==> src/rtl/parity_pkg.sv <==
// Shared types and helpers for the chunked parity accumulator.
// Holds the FSM state encoding and the words-to-chunks ceiling division.
package parity_pkg;

  typedef enum logic [1:0] {
    ST_IDLE = 2'd0,
    ST_BUSY = 2'd1,
    ST_DONE = 2'd2
  } state_e;

  function automatic int nchunk(input int width, input int chunk);
    return (width + chunk - 1) / chunk;
  endfunction

endpackage

==> src/rtl/parity_chunk_xor.sv <==
// Reduction XOR of one CHUNK-bit slice; the accumulator folds one slice per cycle.
module parity_chunk_xor #(
  parameter int CHUNK = 2
) (
  input  logic [CHUNK-1:0] chunk_i,
  output logic             par_o
);

  assign par_o = ^chunk_i;

endmodule

==> src/rtl/parity_accum.sv <==
// Multi-cycle parity generator/checker folding CHUNK bits of a WIDTH-bit word per cycle.
// Handshakes: a transfer happens on a rising edge where valid and ready are both 1;
// the producer holds its payload while valid is high, ready never depends on valid.
module parity_accum
  import parity_pkg::*;
#(
  parameter int WIDTH = 7,
  parameter int CHUNK = 2
) (
  input  logic             clk,
  input  logic             rst,
  input  logic             in_valid,
  output logic             in_ready,
  input  logic [WIDTH-1:0] in_data,
  input  logic             in_odd,
  input  logic             in_chk,
  input  logic             in_par,
  output logic             out_valid,
  input  logic             out_ready,
  output logic             out_par,
  output logic             out_err,
  output state_e           dbg_state
);

  localparam int NCHUNK = nchunk(WIDTH, CHUNK);
  localparam int CW     = (NCHUNK > 1) ? $clog2(NCHUNK) : 1;
  // Shift register is widened to a whole number of chunks so the last chunk is zero-padded.
  localparam int SW     = NCHUNK * CHUNK;
  localparam logic [CW-1:0] LAST = CW'(NCHUNK - 1);

  state_e          state_q, state_d;
  logic [SW-1:0]   sr_q, sr_d;
  logic [CW-1:0]   cnt_q, cnt_d;
  logic            acc_q, acc_d;
  logic            odd_q, odd_d;
  logic            chk_q, chk_d;
  logic            par_q, par_d;
  logic            out_par_q, out_par_d;
  logic            out_err_q, out_err_d;
  logic            chunk_par;

  parity_chunk_xor #(
    .CHUNK (CHUNK)
  ) u_chunk_xor (
    .chunk_i (sr_q[CHUNK-1:0]),
    .par_o   (chunk_par)
  );

  always_comb begin
    state_d   = state_q;
    sr_d      = sr_q;
    cnt_d     = cnt_q;
    acc_d     = acc_q;
    odd_d     = odd_q;
    chk_d     = chk_q;
    par_d     = par_q;
    out_par_d = out_par_q;
    out_err_d = out_err_q;
    case (state_q)
      ST_IDLE: begin
        if (in_valid) begin
          sr_d    = SW'(in_data);
          odd_d   = in_odd;
          chk_d   = in_chk;
          par_d   = in_par;
          acc_d   = 1'b0;
          cnt_d   = '0;
          state_d = ST_BUSY;
        end
      end
      ST_BUSY: begin
        acc_d = acc_q ^ chunk_par;
        sr_d  = sr_q >> CHUNK;
        if (cnt_q == LAST) begin
          // Result is registered on the way into DONE so it is stable for the whole wait.
          out_par_d = acc_d ^ odd_q;
          out_err_d = chk_q & (out_par_d != par_q);
          state_d   = ST_DONE;
        end else begin
          cnt_d = cnt_q + 1'b1;
        end
      end
      ST_DONE: begin
        if (out_ready) begin
          state_d = ST_IDLE;
        end
      end
      default: state_d = ST_IDLE;
    endcase
  end

  always_ff @(posedge clk) begin
    if (rst) begin
      state_q   <= ST_IDLE;
      sr_q      <= '0;
      cnt_q     <= '0;
      acc_q     <= 1'b0;
      odd_q     <= 1'b0;
      chk_q     <= 1'b0;
      par_q     <= 1'b0;
      out_par_q <= 1'b0;
      out_err_q <= 1'b0;
    end else begin
      state_q   <= state_d;
      sr_q      <= sr_d;
      cnt_q     <= cnt_d;
      acc_q     <= acc_d;
      odd_q     <= odd_d;
      chk_q     <= chk_d;
      par_q     <= par_d;
      out_par_q <= out_par_d;
      out_err_q <= out_err_d;
    end
  end

  assign in_ready  = (state_q == ST_IDLE);
  assign out_valid = (state_q == ST_DONE);
  assign out_par   = out_par_q;
  assign out_err   = out_err_q;
  assign dbg_state = state_q;

endmodule

==> config.mk <==
export PLATFORM = sky130hd
export DESIGN_NAME = parity_accum
export DESIGN_NICKNAME = d
export VERILOG_FILES = /design/src/rtl/parity_pkg.sv /design/src/rtl/parity_chunk_xor.sv /design/src/rtl/parity_accum.sv
export SDC_FILE = /design/constraint.sdc
export NUM_CORES = 1
export LEC_CHECK = 0
export BUFFER_PORTS_ARGS = -buffer_cell sky130_fd_sc_hd__buf_2
export CAP_MARGIN = 0
export CORE_MARGIN = 2
export CORE_UTILIZATION = 54
export DETAILED_ROUTE_END_ITERATION = 7
export PLACE_DENSITY = 0.81
export SYNTH_ARGS = -nofsm -noshare
export SYNTH_HDL_FRONTEND = slang
export SYNTH_SLANG_ARGS = --single-unit
==> constraint.sdc <==
create_clock -name clk -period 2.7 [get_ports clk]
set_input_delay 0.135 -clock clk [delete_from_list [all_inputs] [get_ports clk]]
set_output_delay 0.135 -clock clk [all_outputs]
set_load 0.02 [all_outputs]
==> results.json, run 1 <==
{
  "portBuffers": 19,
  "ys_ff_latch": 17,
  "grt_pass1_vias": 598,
  "cts_htree_levels": 1,
  "switchingPower_w": 0.000131,
  "insertion_delay_ns": 0.28,
  "status": "finished clean",
  "layout_commonest_cell": "buf_2",
  "initial_utilization_pct": 56.2,
  "clkPwrFrac_pct": 27.5,
  "critPathMaxFanout": 9,
  "fillers": 138,
  "power_leakage_nw": 0.415,
  "pwr-share-comb_pct": 15.8,
  "coreArea_mm2": 0.00147,
  "skew_ns": 0.00373,
  "root_buffer": "clkbuf_4",
  "syn_avg_cell_area_um2": 9.40,
  "power_density_mw_per_mm2": 530,
  "synth.distinct_cells": 33,
  "layout-area-overhead-vs-synth_pct": 12.0,
  "p_total_w": 0.000491,
  "maxCapViolations": 0,
  "synthCells": 88,
  "dp_hpwl_um": 1140,
  "drt-pass1-iter-count": 4,
  "pwr-share-seq_pct": 56.7,
  "gp_congestion": 0.754,
  "finalHoldViolCount": 0,
  "cts_resized": 0,
  "ys.flop_type": "dfxtp_1",
  "worst_slew_pin_slew_ns": 0.365,
  "async_reset_ff_share_pct": 0,
  "peakVddDrop_mv": 0.288,
  "antennaDiodeCount": 0,
  "post-route-period-util_pct": 53.8,
  "clockBufferDepth": 2,
  "internal_power_w": 0.000360,
  "drc": 0,
  "worstPathRequired_ns": 2.94,
  "synth-edff-count": 0,
  "layout_common_cells": "buf_2 (19), nor2_1 (18), dfxtp_1 (17)",
  "drive_gt1_share_pct": 27.6,
  "drt_iter0_drc": 16,
  "die_h_um": 43.1,
  "ant_nets": 0,
  "post_cts_buffers": 0,
  "arrival_ns": 1.69,
  "cts_buffers": 3,
  "seq_area_um2": 340,
  "overflow": 0,
  "fin_setup_tns_ns": 0,
  "die_x_um": 43.1,
  "rows": 14,
  "die_area_mm2": 0.00186,
  "syn-cell-area_um2": 827,
  "crit_type": "register to register",
  "start_kind": "register",
  "rsz0062_at_grt": "false",
  "fin_crit_ns": 1.45,
  "syn_nets": 103,
  "grt_pass1_wl_um": 2570,
  "hp-class": "input pin to register",
  "grt_max_degree": 20,
  "multi_input_area_um2": 440,
  "fin_hold_ws_ns": 0.0814,
  "ys_warn_count": 0,
  "num_vias": 652,
  "avgRoutedWirePerCell_um": 12.5,
  "clk_pin_slew_ns": 0.10,
  "cts_hold_buffers": 0,
  "antenna_found_initial": 0,
  "endpoint_kind": "register",
  "routed_wl_um": 1510,
  "finalSetupViolCount": 0,
  "cts_tree": "yes",
  "io_pins": 20,
  "max_freq_mhz": 688,
  "layout.nets": 121,
  "swShare_pct": 26.7,
  "grtUsageTotal_pct": 18.2,
  "clock_sinks": 17,
  "slew_headroom_pct": 75.6,
  "ys_seq_area_share_pct": 41.1,
  "via_per_inst": 5.39,
  "slew_violations": 0
}
==> final timing paths <==
| path | from | to | slack (ns) | cells past startpoint |
|---|---|---|---|---|
| min reg2reg | acc_q | acc_q | 0.50 | 2 |
| max reg2reg | dbg_state[0] | out_err | 1.25 | 4 |
| max | dbg_state[0] | out_err | 1.25 | 4 |
| min | in_chk | chk_q | 0.08 | 3 |
==> power by group through the flow <==
stage,clock [W],sequential (W),combinational (W)
after floorplan,0,0.000280,0.0000635
after global placement,0,0.000283,0.0000754
after detailed placement,0,0.000284,0.0000771
after CTS,0.000137,0.000278,0.0000779
after global routing,0.000146,0.000280,0.0000873
final,0.000135,0.000278,0.0000774
==> state kept, by name, indices dropped and copies added (netlist names) <==
signal and flops:
out_err 1, acc_q 1, odd_q 1, par_q 1, dbg_state 2, cnt_q 2
sr_q 7, out_par 1, chk_q 1
==> kinds of logic (layout without fill, tap and decap cells) <==
group	Yosys count	after routing	share of synthesized area [%]
and+or+nand+nor	35	35	23.9
AOI/OAI and AO/OA	15	15	12.4
adders and majority gates	1	1	1.51
muxes	10	10	12.3
DFF	17	17	41.2
buffers and inverters	7	24	5.60
xor gates and xnor gates	3	3	3.18
==> metal layers <==
layer	vias to the layer above	wire (um)	part of all wire, %	GRT usage, %
met3	4	78	5.2	4.26
met5	-	0	0	0
met1	289	724	48	25.1
met2	21	678	45	26.6
li1	338	-	-	-
met4	0	25	1.7	8.48
==> area by class of cell <==
| type | instances | share of cell area, % |
|---|---|---|
| Timing Repair Buffer | 19 | 10.3 |
| Sequential cell | 17 | 36.8 |
| Clock buffer | 4 | 2.84 |
| Multi-Input combinational cell | 64 | 47.6 |
| Inverter | 1 | 0.405 |
| Tap cell | 16 | 2.16 |
==> synthesized netlist by cell type, types with 2 or more instances <==
cell / instances / area share [%]
buf_6: 2 / 2.7
a211oi_1: 5 / 4.5
nor3_1: 2 / 1.2
a21oi_1: 4 / 2.4
a22oi_1: 3 / 2.7
xnor2_1: 2 / 2.1
mux2i_1: 9 / 11
dfxtp_1: 17 / 41
nor2_1: 18 / 8.2
nand2b_1: 2 / 1.5
clkbuf_1: 2 / 0.91
==> worst max-delay path, stage by stage (launching register included) <==
cell      delay, ns
dfxtp_1        0.55
nand2b_4       0.16
or2_4          0.28
nor4_2         0.28
a211o_1        0.14
==> stage by stage <==
stage,setup slack [ns],util (%),cell area (um^2),cells
after floorplan,1.11,-,827,88
after global placement,1.35,61.1,900,117
after detailed placement,1.31,61.1,900,117
after CTS,1.27,62.9,926,121
after global routing,1.06,62.9,926,121
final,1.25,62.9,926,121
Power figures use the tool's default switching activity.
==> inputs of run 2 (changes only) <==
- CORE_UTILIZATION: 54 -> 50
- PLACE_DENSITY: 0.81 -> 0.76
- clock period: 2.7 -> 1.4 ns (I/O delays scaled with it)
==> run 2 against run 1 <==
  * Sequential power is 94% higher
  * Clock power rose by 92%
  * Combinational power rose by 110%
  * Routed wire length increased by 0.66%
  * Worst setup slack worse by 1.2 ns
  * Maximum frequency grew 8.4%
  * Final area rose by 6.5%
  * Critical path depth is the same
  * Flip-flop and latch count did not move
  * Largest power group unchanged
==> results.json, run 2 (same netlist as run 1, synthesis figures left out) <==
{
  "post_cts_buffers": 0,
  "grt_max_degree": 13,
  "finalHoldViolCount": 0,
  "routed_wl_um": 1520,
  "finalInstanceArea_um2": 986,
  "slew_headroom_pct": 74.6,
  "postPlaceCellArea_um2": 925,
  "status": "finished clean",
  "drt_iter0_drc": 2,
  "hp-class": "input pin to register",
  "p_total_w": 0.000958,
  "critPathMaxFanout": 3,
  "dp.cells": 119,
  "power_density_mw_per_mm2": 972,
  "coreArea_mm2": 0.00152,
  "dp_hpwl_um": 1170,
  "initial_utilization_pct": 54.3,
  "layout_commonest_cell": "buf_2",
  "finalSetupViolCount": 0,
  "grtUsageTotal_pct": 17.1,
  "antenna_found_initial": 0,
  "post-route-util_pct": 64.7,
  "antennaDiodeCount": 0,
  "die_x_um": 44.7,
  "via_per_inst": 5.45,
  "arrival_ns": 1.53,
  "worst_slew_pin_slew_ns": 0.378,
  "skew_ns": 0.00286,
  "gp_congestion": 0.748,
  "io_pins": 20,
  "portBuffers": 19,
  "max_freq_mhz": 746,
  "drc": 0,
  "crit_type": "register to register",
  "slew_violations": 0,
  "num_vias": 670,
  "layout_common_cells": "buf_2 (19), nor2_1 (17), dfxtp_1 (13)",
  "die_area_mm2": 0.00200,
  "final_cells": 123,
  "fin_crit_ns": 1.34,
  "endpoint_kind": "register",
  "ant_nets": 0,
  "insertion_delay_ns": 0.29,
  "regMostFlops": "sr_q",
  "cts_buffers": 3,
  "clk_pin_slew_ns": 0.09,
  "rows": 14,
  "peakVddDrop_mv": 0.755,
  "layout.nets": 123,
  "cts_tree": "yes",
  "overflow": 0,
  "drt-pass1-iter-count": 4,
  "grt_pass1_vias": 597,
  "clock_sinks": 17,
  "cts_htree_levels": 1,
  "start_kind": "register",
  "largest_register_ffs": 7,
  "avgRoutedWirePerCell_um": 12.3,
  "layout-area-overhead-vs-synth_pct": 19.2,
  "clockBufferDepth": 2,
  "worstPathRequired_ns": 1.59,
  "cts_resized": 0,
  "cts_hold_buffers": 0,
  "maxCapViolations": 0,
  "post-route-period-util_pct": 95.7,
  "root_buffer": "clkbuf_4",
  "drive_gt1_share_pct": 34.6,
  "power_leakage_nw": 0.432,
  "die_h_um": 44.7,
  "grt_pass1_wl_um": 2420
}
## run 2: cell count changes in the layout (fill, tap and decap cells not counted), sizes merged
cell	change
buf	+2
## run 2: worst paths after layout
check	start	depth (start not counted)	slack, ns	to
hold / removal	in_odd	3	0.01	odd_q
setup reg to reg	sr_q[0]	4	0.06	out_err
hold reg to reg	acc_q	2	0.50	acc_q
setup / recovery	sr_q[0]	4	0.06	out_err
## run 2: worst max-delay path, stage by stage (launching register included)
cell	delay, ns
dfxtp_1	0.33
xnor2_1	0.30
xnor2_1	0.26
nor4_4	0.07
a211o_1	0.28
## run 2: cell type report
type                            count  area, um^2
Multi-Input combinational cell     64         478
Tap cell                           16        20.0
Fill cell                         134         538
Clock buffer                        4        26.3
Timing Repair Buffer               21         110
Sequential cell                    17         348
Inverter                            1        3.75
## run 2: metrics by stage
stage / setup TNS (ns) / setup slack [ns] / hold slack [ns]
final: 0 / 0.0601 / 0.00973
after global routing: -0.00628 / -0.00628 / 0.00341
after CTS: 0 / 0.00277 / 0.00565
after detailed placement: 0 / 0.0344 / 0.316
after global placement: 0 / 0.114 / 0.305
after floorplan: 0 / 0.0153 / 0.217
## run 2: power by group
group	leakage [nW]	internal [W]	switching [W]
Sequential	0.141	0.000512	0.0000273
Clock	0.0150	0.000111	0.000148
Combinational	0.276	0.0000768	0.0000824
## run 2: metal layers
| metal | vias to the layer above | track usage (%) | wire length (um) |
|---|---|---|---|
| li1 | 344 | - | - |
| met1 | 304 | 20.3 | 712 |
| met2 | 18 | 26.7 | 688 |
| met5 | - | 0 | 0 |
| met3 | 4 | 7.35 | 88 |
| met4 | 0 | 7.27 | 27 |
==> inputs of run 3 (changes only) <==
==> constraint.sdc (replaced) <==
create_clock -name clk -period 1.4 [get_ports clk]
set_input_delay 0.14 -clock clk [delete_from_list [all_inputs] [get_ports clk]]
set_output_delay 0.14 -clock clk [all_outputs]
set_load 0.02 [all_outputs]
==> run 3 against run 2 <==
  * Die area did not move
  * Flip-flop and latch count did not move
  * Maximum frequency barely moved
  * Core utilization rose by 0.16 points
  * Global-route usage did not move
  * Sequential share of layout area rose by 0.16 points
  * Power fell by 0.31%
  * Combinational power barely moved
  * Critical path depth did not move
  * Critical endpoint unchanged
  * Largest cell class unchanged
==> results.json, run 3 (same netlist as run 1, synthesis figures left out) <==
{
  "status": "finished clean",
  "avgRoutedWirePerCell_um": 12.3,
  "critPathMaxFanout": 3,
  "num_vias": 670,
  "switchingPower_w": 0.000257,
  "coreArea_mm2": 0.00152,
  "post_cts_buffers": 0,
  "cts_resized": 0,
  "rows": 14,
  "die_area_mm2": 0.00200,
  "routed-wl-met3_um": 88,
  "skew_ns": 0.00181,
  "routed_wl_um": 1520,
  "overflow": 0,
  "via_per_inst": 5.45,
  "pwr-share-seq_pct": 56.3,
  "portBuffers": 19,
  "clock_sinks": 17,
  "fin_crit_ns": 1.34,
  "finalHoldViolCount": 0,
  "clkPwrFrac_pct": 27.0,
  "swShare_pct": 26.9,
  "ant_nets": 0,
  "wl_met2_um": 690,
  "dp.cells": 119,
  "largest_register_ffs": 7,
  "drive_gt1_share_pct": 34.6,
  "drt-pass1-iter-count": 4,
  "finalSetupViolCount": 0,
  "die_h_um": 44.7,
  "fin_setup_tns_ns": 0,
  "root_buffer": "clkbuf_4",
  "wl_met1_um": 709,
  "internal_power_w": 0.000698,
  "antennaDiodeCount": 0,
  "cts_hold_buffers": 0,
  "die_x_um": 44.7,
  "regMostFlops": "sr_q",
  "endpoint_kind": "register",
  "cts_buffers": 3,
  "cpMostUsedCell": "xnor2_1",
  "layout_common_cells": "buf_2 (19), nor2_1 (17), dfxtp_1 (13)",
  "maxCapViolations": 0,
  "max_freq_mhz": 746,
  "final_cells": 123,
  "peakVddDrop_mv": 0.755,
  "pwr-share-comb_pct": 16.7,
  "layout_commonest_cell": "buf_2",
  "slew_headroom_pct": 74.6,
  "post-route-util_pct": 64.9,
  "start_kind": "register",
  "cts_htree_levels": 1,
  "io_pins": 20,
  "power_leakage_nw": 0.432,
  "clk_pin_slew_ns": 0.09,
  "path_buf_inv": 0,
  "insertion_delay_ns": 0.29,
  "post-route-period-util_pct": 95.7,
  "cp_slowest_cell": "dfxtp_1",
  "drc": 0,
  "hp-class": "input pin to register",
  "layout.nets": 123,
  "initial_utilization_pct": 54.3,
  "crit_type": "register to register",
  "antenna_found_initial": 0,
  "p_total_w": 0.000955,
  "power_density_mw_per_mm2": 966,
  "place_ws_ns": 0.0344,
  "fin_ws_ns": 0.0602,
  "grt_pass1_wl_um": 2420,
  "worst_slew_pin_slew_ns": 0.378,
  "worstPathCellList": "xnor2_1 -> xnor2_1 -> nor4_4 -> a211o_1",
  "grt_pass1_vias": 597,
  "dp_hpwl_um": 1170,
  "drt_iter0_drc": 2,
  "clockBufferDepth": 2,
  "cpPeakStageDelay_ns": 0.33,
  "worstPathRequired_ns": 1.59,
  "grtUsageTotal_pct": 17.1,
  "cts_tree": "yes",
  "slew_violations": 0,
  "arrival_ns": 1.53,
  "layout-area-overhead-vs-synth_pct": 19.5,
  "grt_max_degree": 13,
  "maxUsedRoutingLayer": "met4",
  "cp_top_family": "XOR/XNOR gates",
  "gp_congestion": 0.748
}
[run 3: through the flow]
step	hold slack [ns]	cell area, um^2
after global routing	0.0734	988
after floorplan	0.287	837
after CTS	0.0756	951
after detailed placement	0.386	925
final	0.0798	988
after global placement	0.375	925
[run 3: metal layers]
metal / vias up / global-route usage [%]
met2: 18 / 26.7
met5: - / 0
li1: 344 / -
met4: 0 / 7.27
met1: 304 / 20.3
met3: 4 / 7.35
[run 3: worst reg2reg max path: stages, from the launching register on]
cell and delay [ns]:
dfxtp_1 0.33, xnor2_1 0.30, xnor2_1 0.26, nor4_4 0.07, a211o_1 0.28
[run 3: area by class of cell]
cell class              instances  area [um^2]
inverters                       1         3.75
repair buffers                 21          110
flip-flops and latches         17          350
well taps                      16         20.0
fillers                       133          536
multi-input cells              64          478
clock buffers                   4         26.3
[run 3: power groups by stage]
stage | Clock [W] | Sequential [W] | Combinational [W]
2_1_floorplan | 0 | 0.000540 | 0.000124
3_3_place_gp | 0 | 0.000547 | 0.000149
3_5_place_dp | 0 | 0.000549 | 0.000153
4_1_cts | 0.000265 | 0.000537 | 0.000154
5_1_grt | 0.000289 | 0.000542 | 0.000175
6_report | 0.000258 | 0.000538 | 0.000159
[run 3: path summary, 6_finish.rpt]
kind | start | to | slack (ns) | cells past startpoint
max | sr_q[0] | out_err | 0.06 | 4
min | in_odd | odd_q | 0.08 | 3
max reg2reg | sr_q[0] | out_err | 0.06 | 4
min reg2reg | acc_q | acc_q | 0.50 | 2
